### src/rtl/link_pkg.sv
// Shared link definitions: frame geometry and receiver state encoding,
// common to the Sender frame generator and the Receiver.
package link_pkg;

    localparam int LINK_DATA_W    = 8;
    localparam int LINK_OVS       = 4;
    localparam int LINK_FRAME_LEN = LINK_DATA_W + 2;

    typedef enum logic [2:0] {
        IDLE,
        START,
        DATA_ST,
        STOP,
        BREAK
    } link_state_e;

endpackage

### src/rtl/serial_frame_receiver_bit_sync.sv
// Two-flop synchronizer for the asynchronous serial line; resets to the idle-high level.
module bit_sync (
    input  logic C,
    input  logic CLR,
    input  logic D,
    output logic Q
);

    logic meta_q, meta_d;
    logic sync_q, sync_d;

    always_comb begin
        meta_d = D;
        sync_d = meta_q;
    end

    always_ff @(posedge C or posedge CLR) begin
        if (CLR) begin
            meta_q <= 1'b1;
            sync_q <= 1'b1;
        end else begin
            meta_q <= meta_d;
            sync_q <= sync_d;
        end
    end

    assign Q = sync_q;

endmodule

### src/rtl/serial_frame_receiver.sv
// Serial frame receiver: start/data/stop framing recovered from oversampled line D,
// byte presented on DATA with one-cycle VALID, framing errors flagged on FERR.
module serial_frame_receiver
    import link_pkg::*;
#(
    parameter int DATA_W = LINK_DATA_W,
    parameter int OVS    = LINK_OVS
) (
    input  logic              C,
    input  logic              CLR,
    input  logic              CE,
    input  logic              D,
    output logic [DATA_W-1:0] DATA,
    output logic              VALID,
    output logic              FERR,
    output logic              BUSY
);

    localparam int TICK_W = $clog2(OVS);
    localparam int BIT_W  = $clog2(DATA_W + 1);
    localparam logic [TICK_W-1:0] TICK_MID  = TICK_W'(OVS / 2 - 1);
    localparam logic [TICK_W-1:0] TICK_LAST = TICK_W'(OVS - 1);
    localparam logic [BIT_W-1:0]  BIT_LAST  = BIT_W'(DATA_W - 1);

    link_state_e       state_q, state_d;
    logic [TICK_W-1:0] tick_q, tick_d;
    logic [BIT_W-1:0]  bit_q, bit_d;
    logic [DATA_W-1:0] shreg_q, shreg_d;
    logic [DATA_W-1:0] data_q, data_d;
    logic              valid_q, valid_d;
    logic              ferr_q, ferr_d;
    logic              ds;

    bit_sync u_sync (
        .C   (C),
        .CLR (CLR),
        .D   (D),
        .Q   (ds)
    );

    // Strobes default low every cycle, so they last one C cycle even with CE held high.
    always_comb begin
        state_d = state_q;
        tick_d  = tick_q;
        bit_d   = bit_q;
        shreg_d = shreg_q;
        data_d  = data_q;
        valid_d = 1'b0;
        ferr_d  = 1'b0;
        if (CE) begin
            unique case (state_q)
                IDLE: begin
                    if (!ds) begin
                        state_d = START;
                        tick_d  = '0;
                    end
                end
                START: begin
                    if (tick_q == TICK_MID) begin
                        tick_d  = '0;
                        bit_d   = '0;
                        state_d = ds ? IDLE : DATA_ST;
                    end else begin
                        tick_d = tick_q + 1'b1;
                    end
                end
                DATA_ST: begin
                    if (tick_q == TICK_LAST) begin
                        tick_d  = '0;
                        shreg_d = {ds, shreg_q[DATA_W-1:1]};
                        if (bit_q == BIT_LAST) begin
                            bit_d   = '0;
                            state_d = STOP;
                        end else begin
                            bit_d = bit_q + 1'b1;
                        end
                    end else begin
                        tick_d = tick_q + 1'b1;
                    end
                end
                STOP: begin
                    if (tick_q == TICK_LAST) begin
                        tick_d = '0;
                        if (ds) begin
                            data_d  = shreg_q;
                            valid_d = 1'b1;
                            state_d = IDLE;
                        end else begin
                            ferr_d  = 1'b1;
                            state_d = BREAK;
                        end
                    end else begin
                        tick_d = tick_q + 1'b1;
                    end
                end
                BREAK: begin
                    // A line stuck low must go high before a new start edge is accepted.
                    if (ds) begin
                        state_d = IDLE;
                    end
                end
                default: begin
                    state_d = IDLE;
                end
            endcase
        end
    end

    always_ff @(posedge C or posedge CLR) begin
        if (CLR) begin
            state_q <= IDLE;
            tick_q  <= '0;
            bit_q   <= '0;
            shreg_q <= '0;
            data_q  <= '0;
            valid_q <= 1'b0;
            ferr_q  <= 1'b0;
        end else begin
            state_q <= state_d;
            tick_q  <= tick_d;
            bit_q   <= bit_d;
            shreg_q <= shreg_d;
            data_q  <= data_d;
            valid_q <= valid_d;
            ferr_q  <= ferr_d;
        end
    end

    assign DATA  = data_q;
    assign VALID = valid_q;
    assign FERR  = ferr_q;
    assign BUSY  = (state_q != IDLE);

endmodule

### config.mk
export PLATFORM = sky130hd
export DESIGN_NAME = serial_frame_receiver
export DESIGN_NICKNAME = d
export VERILOG_FILES = /design/src/rtl/link_pkg.sv /design/src/rtl/serial_frame_receiver_bit_sync.sv /design/src/rtl/serial_frame_receiver.sv
export SDC_FILE = /design/constraint.sdc
export NUM_CORES = 1
export LEC_CHECK = 0
export CORE_ASPECT_RATIO = 0.75
export CORE_MARGIN = 2
export CORE_UTILIZATION = 40
export DETAILED_ROUTE_END_ITERATION = 10
export DONT_BUFFER_PORTS = 1
export PLACE_DENSITY_LB_ADDON = 0.2
export SLEW_MARGIN = 20
export SYNTH_ARGS = -nofsm -noshare
export SYNTH_HDL_FRONTEND = slang
export SYNTH_SLANG_ARGS = --single-unit
export TNS_END_PERCENT = 30
### constraint.sdc
create_clock -name C -period 3.4 [get_ports C]
set_clock_uncertainty 0.15 [all_clocks]
set_input_delay 0.85 -clock C [delete_from_list [all_inputs] [get_ports C]]
set_output_delay 0.85 -clock C [all_outputs]
set_load 0.01 [all_outputs]
==> results of run 1 <==
-- synth_stat cells --
library cell	n
nor2b_1	3
or4b_4	2
mux2_1	9
nand2_1	4
nand3_1	2
and3_1	1
buf_4	1
buf_6	3
mux2i_1	1
ha_1	5
or3_1	1
o21ai_0	7
nor3_1	1
o211ai_1	1
o41ai_2	1
a21oi_1	1
nand2_2	1
nor2_1	3
nand2b_1	2
mux2_4	8
dfstp_2	2
mux2_2	2
a21o_1	1
nor3b_1	4
nor3_2	1
or2_1	2
inv_1	5
buf_2	1
dfrtp_1	27
o21ai_1	2
a22o_1	1
or3b_4	1
and3b_1	3
o21ai_2	1
and2_1	1
nand4_1	1
-- logic make-up (layout without fill, tap and decap cells) --
group	count (synthesis)	count (layout)	synth area share, %
and+or+nand+nor	33	33	15.5
buffers and inverters	10	14	4.55
AOI/OAI and AO/OA	15	15	6.91
adders and majority gates	5	5	4.37
muxes	20	20	17.8
DFF	29	29	50.9
-- worst max-delay path by stage --
stage,endpoint,cells after the start,from
finish,BUSY,1,state_q[1]
global placement,DATA[2],3,CE
detailed placement,bit_q[3],4,CE
global route,BUSY,1,state_q[1]
CTS,BUSY,1,state_q[1]
floorplan,BUSY,2,state_q[1]
-- per-layer routing --
layer	up-vias	routed length (microns)	track usage, %
met2	21	1010	17.5
met4	0	0	4.76
met5	-	0	0
met3	0	118	4.53
met1	407	1180	18.1
li1	400	-	-
-- state kept, by name, indices dropped and copies added, names as in the netlist --
signal and flops:
tick_q 2, u_sync.Q 1, state_q 3, u_sync.meta_q 1, FERR 1, shreg_q 8
bit_q 4, DATA 8, VALID 1
-- power by group through the flow --
| stage | sequential (mW) | clock, mW | combinational (mW) |
|---|---|---|---|
| 2_1_floorplan | 0.485 | 0 | 0.289 |
| 3_3_place_gp | 0.524 | 0 | 0.286 |
| 3_5_place_dp | 0.529 | 0 | 0.295 |
| 4_1_cts | 0.524 | 0.428 | 0.297 |
| 5_1_grt | 0.540 | 0.445 | 0.331 |
| 6_report | 0.524 | 0.419 | 0.294 |
-- placed cells by master, fill, tap and decap left out, types with 2 or more instances in the layout --
| cell | n |
|---|---|
| dfrtp_1 | 27 |
| mux2_1 | 9 |
| mux2_4 | 8 |
| o21ai_0 | 7 |
| ha_1 | 5 |
| clkbuf_8 | 5 |
| inv_1 | 4 |
| nor3b_1 | 4 |
| nand2_1 | 4 |
| nor2b_1 | 3 |
| and3b_1 | 3 |
| nor2_1 | 3 |
| or2_1 | 2 |
| or4b_4 | 2 |
| mux2_2 | 2 |
| nand2b_1 | 2 |
| o21ai_1 | 2 |
| nand3_1 | 2 |
| bufinv_16 | 2 |
| dfstp_2 | 2 |
-- layout make-up --
| class | count | area (sq um) | share of cell area (%) |
|---|---|---|---|
| Sequential cell | 29 | 728 | 46.2 |
| Multi-Input combinational cell | 73 | 637 | 40.4 |
| Clock buffer | 5 | 68.8 | 4.37 |
| Clock inverter | 3 | 65.1 | 4.13 |
| Tap cell | 40 | 50.0 | 3.18 |
| Inverter | 5 | 18.8 | 1.19 |
| Timing Repair Buffer | 1 | 7.51 | 0.477 |
==> impl_metrics.json, run 1 <==
{
  "ys_seq_elements": 29,
  "n_fill_cell": 302,
  "critical_path.max_stage_delay_ps": 530,
  "p_per_area_nw_per_um2": 785,
  "whs_path_depth": 0,
  "rsz0062_at_grt": "false",
  "syn_inst": 112,
  "ir_worst_vdd_mv": 0.382,
  "post-route-util_pct": 46.9,
  "synth.top_cells.by_area": "dfrtp_1, mux2_4, mux2_1, ha_1, dfstp_2",
  "max_freq_mhz": 437,
  "clk_latency_ps": 270,
  "grt_pass1_wl_microns": 3960,
  "grt.overflow.total": 0,
  "ys_warn_count": 0,
  "post_drt_wl_per_cell_microns": 14.8,
  "hold_path.startpoint": "u_sync.meta_q",
  "clock-root-buffer": "clkbuf_8",
  "r2r_end": "shreg_q[7]",
  "cts.repair.resized": 0,
  "via_count": 828,
  "first_iter_violations": 14,
  "hold_end": "u_sync.Q",
  "reg2reg_depth": 3,
  "critPathTopFamily": "flip-flops",
  "whs_ps": 208,
  "yosysSeqAreaShare_pct": 50.9,
  "slew_viol_final": 0,
  "grt_usage_pct": 12.7,
  "p_int_mw": 0.875,
  "slew_headroom_pct": 61.9,
  "cp_num_buf_inv": 0,
  "core.rowCount": 18,
  "dp_slack_ps": 1320,
  "syn_nets": 121,
  "timing.rr.start": "state_q[1]",
  "p_leak_nw": 0.791,
  "dp_hpwl_microns": 1610,
  "fp.dieArea_sq_um": 4070,
  "regToRegSetupSlack_ps": 1320,
  "die_h_microns": 55.8,
  "diodes": 0,
  "worst_slew_pin_slew_ps": 570,
  "drive_above_1_share_pct": 25.0,
  "synth_top_area_share_pct": 47.2,
  "clkTransAtPathRegs_ps": 60,
  "swShare_pct": 29.2,
  "yosysUniqueCellTypes": 36,
  "drc": 0,
  "critical_path_required_ps": 2400,
  "setup_tns_ps": 0,
  "dpl.cell_count": 148,
  "cts_max_level": 2,
  "gp_congestion": 0.839,
  "finalNonFillerCells": 156,
  "port_buffers": 0,
  "min_path_type": "flip-flop to flip-flop",
  "finalSetupViolCount": 0,
  "fin_ws_ps": 1110,
  "synth_area_leader_cell": "dfrtp_1",
  "path_cells": "or3_1",
  "core_area_sq_um": 3360,
  "endpoint_kind": "output port",
  "drv_cap": 0,
  "cts.path.max_buffers": 2,
  "start_util_pct": 42.6,
  "p_sw_mw": 0.361,
  "nets": 124,
  "grt_max_degree": 29,
  "syn_to_final_growth_pct": 10.1,
  "startpoint_type": "flip-flop",
  "clock-sinks": 29,
  "criticalPathCategory": "flip-flop to output port",
  "avgSynthCellArea_sq_um": 12.8,
  "chipWidth_microns": 73.0,
  "status": "completed",
  "tritoncts": "built",
  "total_power_mw": 1.24,
  "crit_path_max_fanout": 16,
  "final.period_utilization_pct": 67.3,
  "clockPowerShare_pct": 33.9,
  "antenna_found_initial": 0,
  "cts_setup_buffers": 0,
  "syn-cell-area_sq_um": 1430,
  "crit_slowest_cell": "dfrtp_1",
  "ant_nets": 0,
  "first_pass_iters": 4,
  "period_minus_slack_ps": 2290,
  "critPathArrivalTime_ps": 1290,
  "wirelength_microns": 2310,
  "ios": 15,
  "hold_buffers": 0,
  "grt_pass1_vias": 847,
  "pwr-share-comb_pct": 23.8,
  "seqPwrFrac_pct": 42.4,
  "hold_viol": 0,
  "design_area_sq_um": 1580,
  "cts_inserted_buffers": 5,
  "post_dp_cell_area_sq_um": 1440,
  "viasPerCell": 5.31
}
(Power assumes the default switching activity.)
==> run 2: changes to the inputs <==
==> constraint.sdc (replaced) <==
create_clock -name C -period 2.4 [get_ports C]
set_clock_uncertainty 0.15 [all_clocks]
set_input_delay 0.6 -clock C [delete_from_list [all_inputs] [get_ports C]]
set_output_delay 0.6 -clock C [all_outputs]
set_load 0.01 [all_outputs]
==> run 2 against run 1 <==
Net effect: sequential share of layout area rose by 0.41 points; global-route usage grew 1.4 points; combinational power rose by 39%; via count grew 1.4%; sequential power grew 42%; highest routed layer is now met4; worst setup slack worse by 850 ps; cell area down 0.87%; critical endpoint is now shreg_q[2]; register-to-register slack got worse by 1100 ps; wire length grew 3.8%; critical path type is now flip-flop to flip-flop; critical path depth rose by 2.
==> impl_metrics.json, run 2 (synthesis results as in run 1) <==
{
  "gp_congestion": 0.702,
  "status": "completed",
  "first_pass_iters": 4,
  "wirelength_microns": 2400,
  "r2r_end": "shreg_q[2]",
  "final.period_utilization_pct": 89.0,
  "cts_inserted_buffers": 5,
  "grt.overflow.total": 0,
  "nets": 124,
  "min_path_type": "input pin to asynchronous set/reset pin",
  "cp-startpoint": "state_q[1]",
  "grtUsageMet3_pct": 6.88,
  "critical_path_required_ps": 2410,
  "drv_cap": 0,
  "hold_buffers": 0,
  "clock-root-buffer": "clkbuf_8",
  "p_sw_mw": 0.519,
  "clk_latency_ps": 280,
  "p_leak_nw": 0.782,
  "swShare_pct": 30.8,
  "cts_max_level": 2,
  "met2_usage_pct": 18.1,
  "via_count": 840,
  "chipWidth_microns": 73.0,
  "crit_path_max_fanout": 16,
  "grt_pass1_wl_microns": 4230,
  "grt_usage_pct": 14.1,
  "max_freq_mhz": 468,
  "post-route-util_pct": 46.5,
  "antenna_found_initial": 0,
  "hold_viol": 0,
  "p_int_mw": 1.16,
  "viasPerCell": 5.38,
  "first_iter_violations": 41,
  "slew_headroom_pct": 65.7,
  "clockPowerShare_pct": 31.3,
  "die_h_microns": 55.8,
  "drive_above_1_share_pct": 24.1,
  "met1_usage_pct": 19.3,
  "period_minus_slack_ps": 2140,
  "post_dp_cell_area_sq_um": 1440,
  "startpoint_type": "flip-flop",
  "cts_setup_buffers": 0,
  "clkTransAtPathRegs_ps": 60,
  "worst_slew_pin_slew_ps": 515,
  "diodes": 0,
  "pwr-share-comb_pct": 24.4,
  "grt_pass1_vias": 841,
  "rsz0062_at_grt": "false",
  "core.rowCount": 18,
  "regToRegSetupSlack_ps": 260,
  "cts.path.max_buffers": 2,
  "drc": 0,
  "layout_commonest_cell": "dfrtp_1",
  "post_drt_wl_per_cell_microns": 15.4,
  "dp_hpwl_microns": 1680,
  "design_area_sq_um": 1560,
  "slew_viol_final": 0,
  "cts.repair.resized": 0,
  "ant_nets": 0,
  "syn_to_final_growth_pct": 9.19,
  "fp.dieArea_sq_um": 4070,
  "port_buffers": 0,
  "core_area_sq_um": 3360,
  "clock-sinks": 29,
  "start_util_pct": 42.6,
  "timing.rr.start": "state_q[1]",
  "p_per_area_nw_per_um2": 1080,
  "seqPwrFrac_pct": 44.3,
  "critPathArrivalTime_ps": 2140,
  "reg2reg_depth": 3,
  "setup_tns_ps": 0,
  "finalSetupViolCount": 0,
  "ios": 15,
  "top_usage_layer": "met1",
  "endpoint_kind": "flip-flop",
  "layout_common_cells": "dfrtp_1, mux2_1, mux2_4, o21ai_0, clkbuf_8",
  "criticalPathCategory": "flip-flop to flip-flop",
  "ir_worst_vdd_mv": 0.536,
  "tritoncts": "built",
  "grt_max_degree": 30
}
-- run 2: cell types whose count changed in the layout (fill, tap and decap cells not counted) --
cell,before,now
bufinv_16,2,1
clkbuf_8,5,6
clkinvlp_4,0,1
inv_1,4,5
inv_2,1,0
clkinv_2,1,0
-- run 2: worst max-delay path by stage --
stage	slack [ps]	to	depth (start not counted)
after CTS	280	shreg_q[2]	3
after global placement	340	shreg_q[6]	3
after global routing	120	shreg_q[7]	3
final	260	shreg_q[2]	3
after detailed placement	290	shreg_q[4]	3
after floorplan	590	state_q[0]	5
-- run 2: power by group through the flow --
stage               combinational [mW]  sequential [mW]  clock (mW)
finish                           0.410            0.745       0.526
global route                     0.478            0.771       0.570
CTS                              0.418            0.744       0.542
detailed placement               0.414            0.753           0
global placement                 0.401            0.744           0
floorplan                        0.410            0.687           0
-- run 2: worst max-delay path: stages (launching register included) --
cell and delay (ps):
dfrtp_1 600, nor3b_1 410, and3_1 480, mux2_1 370
-- run 2: final cells by class --
type | instances | area (sq um)
Timing Repair Buffer | 1 | 7.51
Clock inverter | 2 | 37.5
Sequential cell | 29 | 728
Tap cell | 40 | 50.0
Inverter | 5 | 18.8
Clock buffer | 6 | 82.6
Fill cell | 306 | 1790
Multi-Input combinational cell | 73 | 637
-- run 2: stage by stage --
step,hold slack (ps),power [mW],instances,setup WS [ps]
after global placement,197,1.15,148,341
after CTS,136,1.70,156,278
after global routing,141,1.82,156,123
after detailed placement,199,1.17,148,290
final,129,1.68,156,263
after floorplan,195,1.10,112,586
-- run 2: per-layer routing --
metal | vias to the layer above | wire length (microns)
met5 | - | 0
met4 | 0 | 51
met3 | 7 | 150
met2 | 18 | 982
met1 | 417 | 1210
li1 | 398 | -
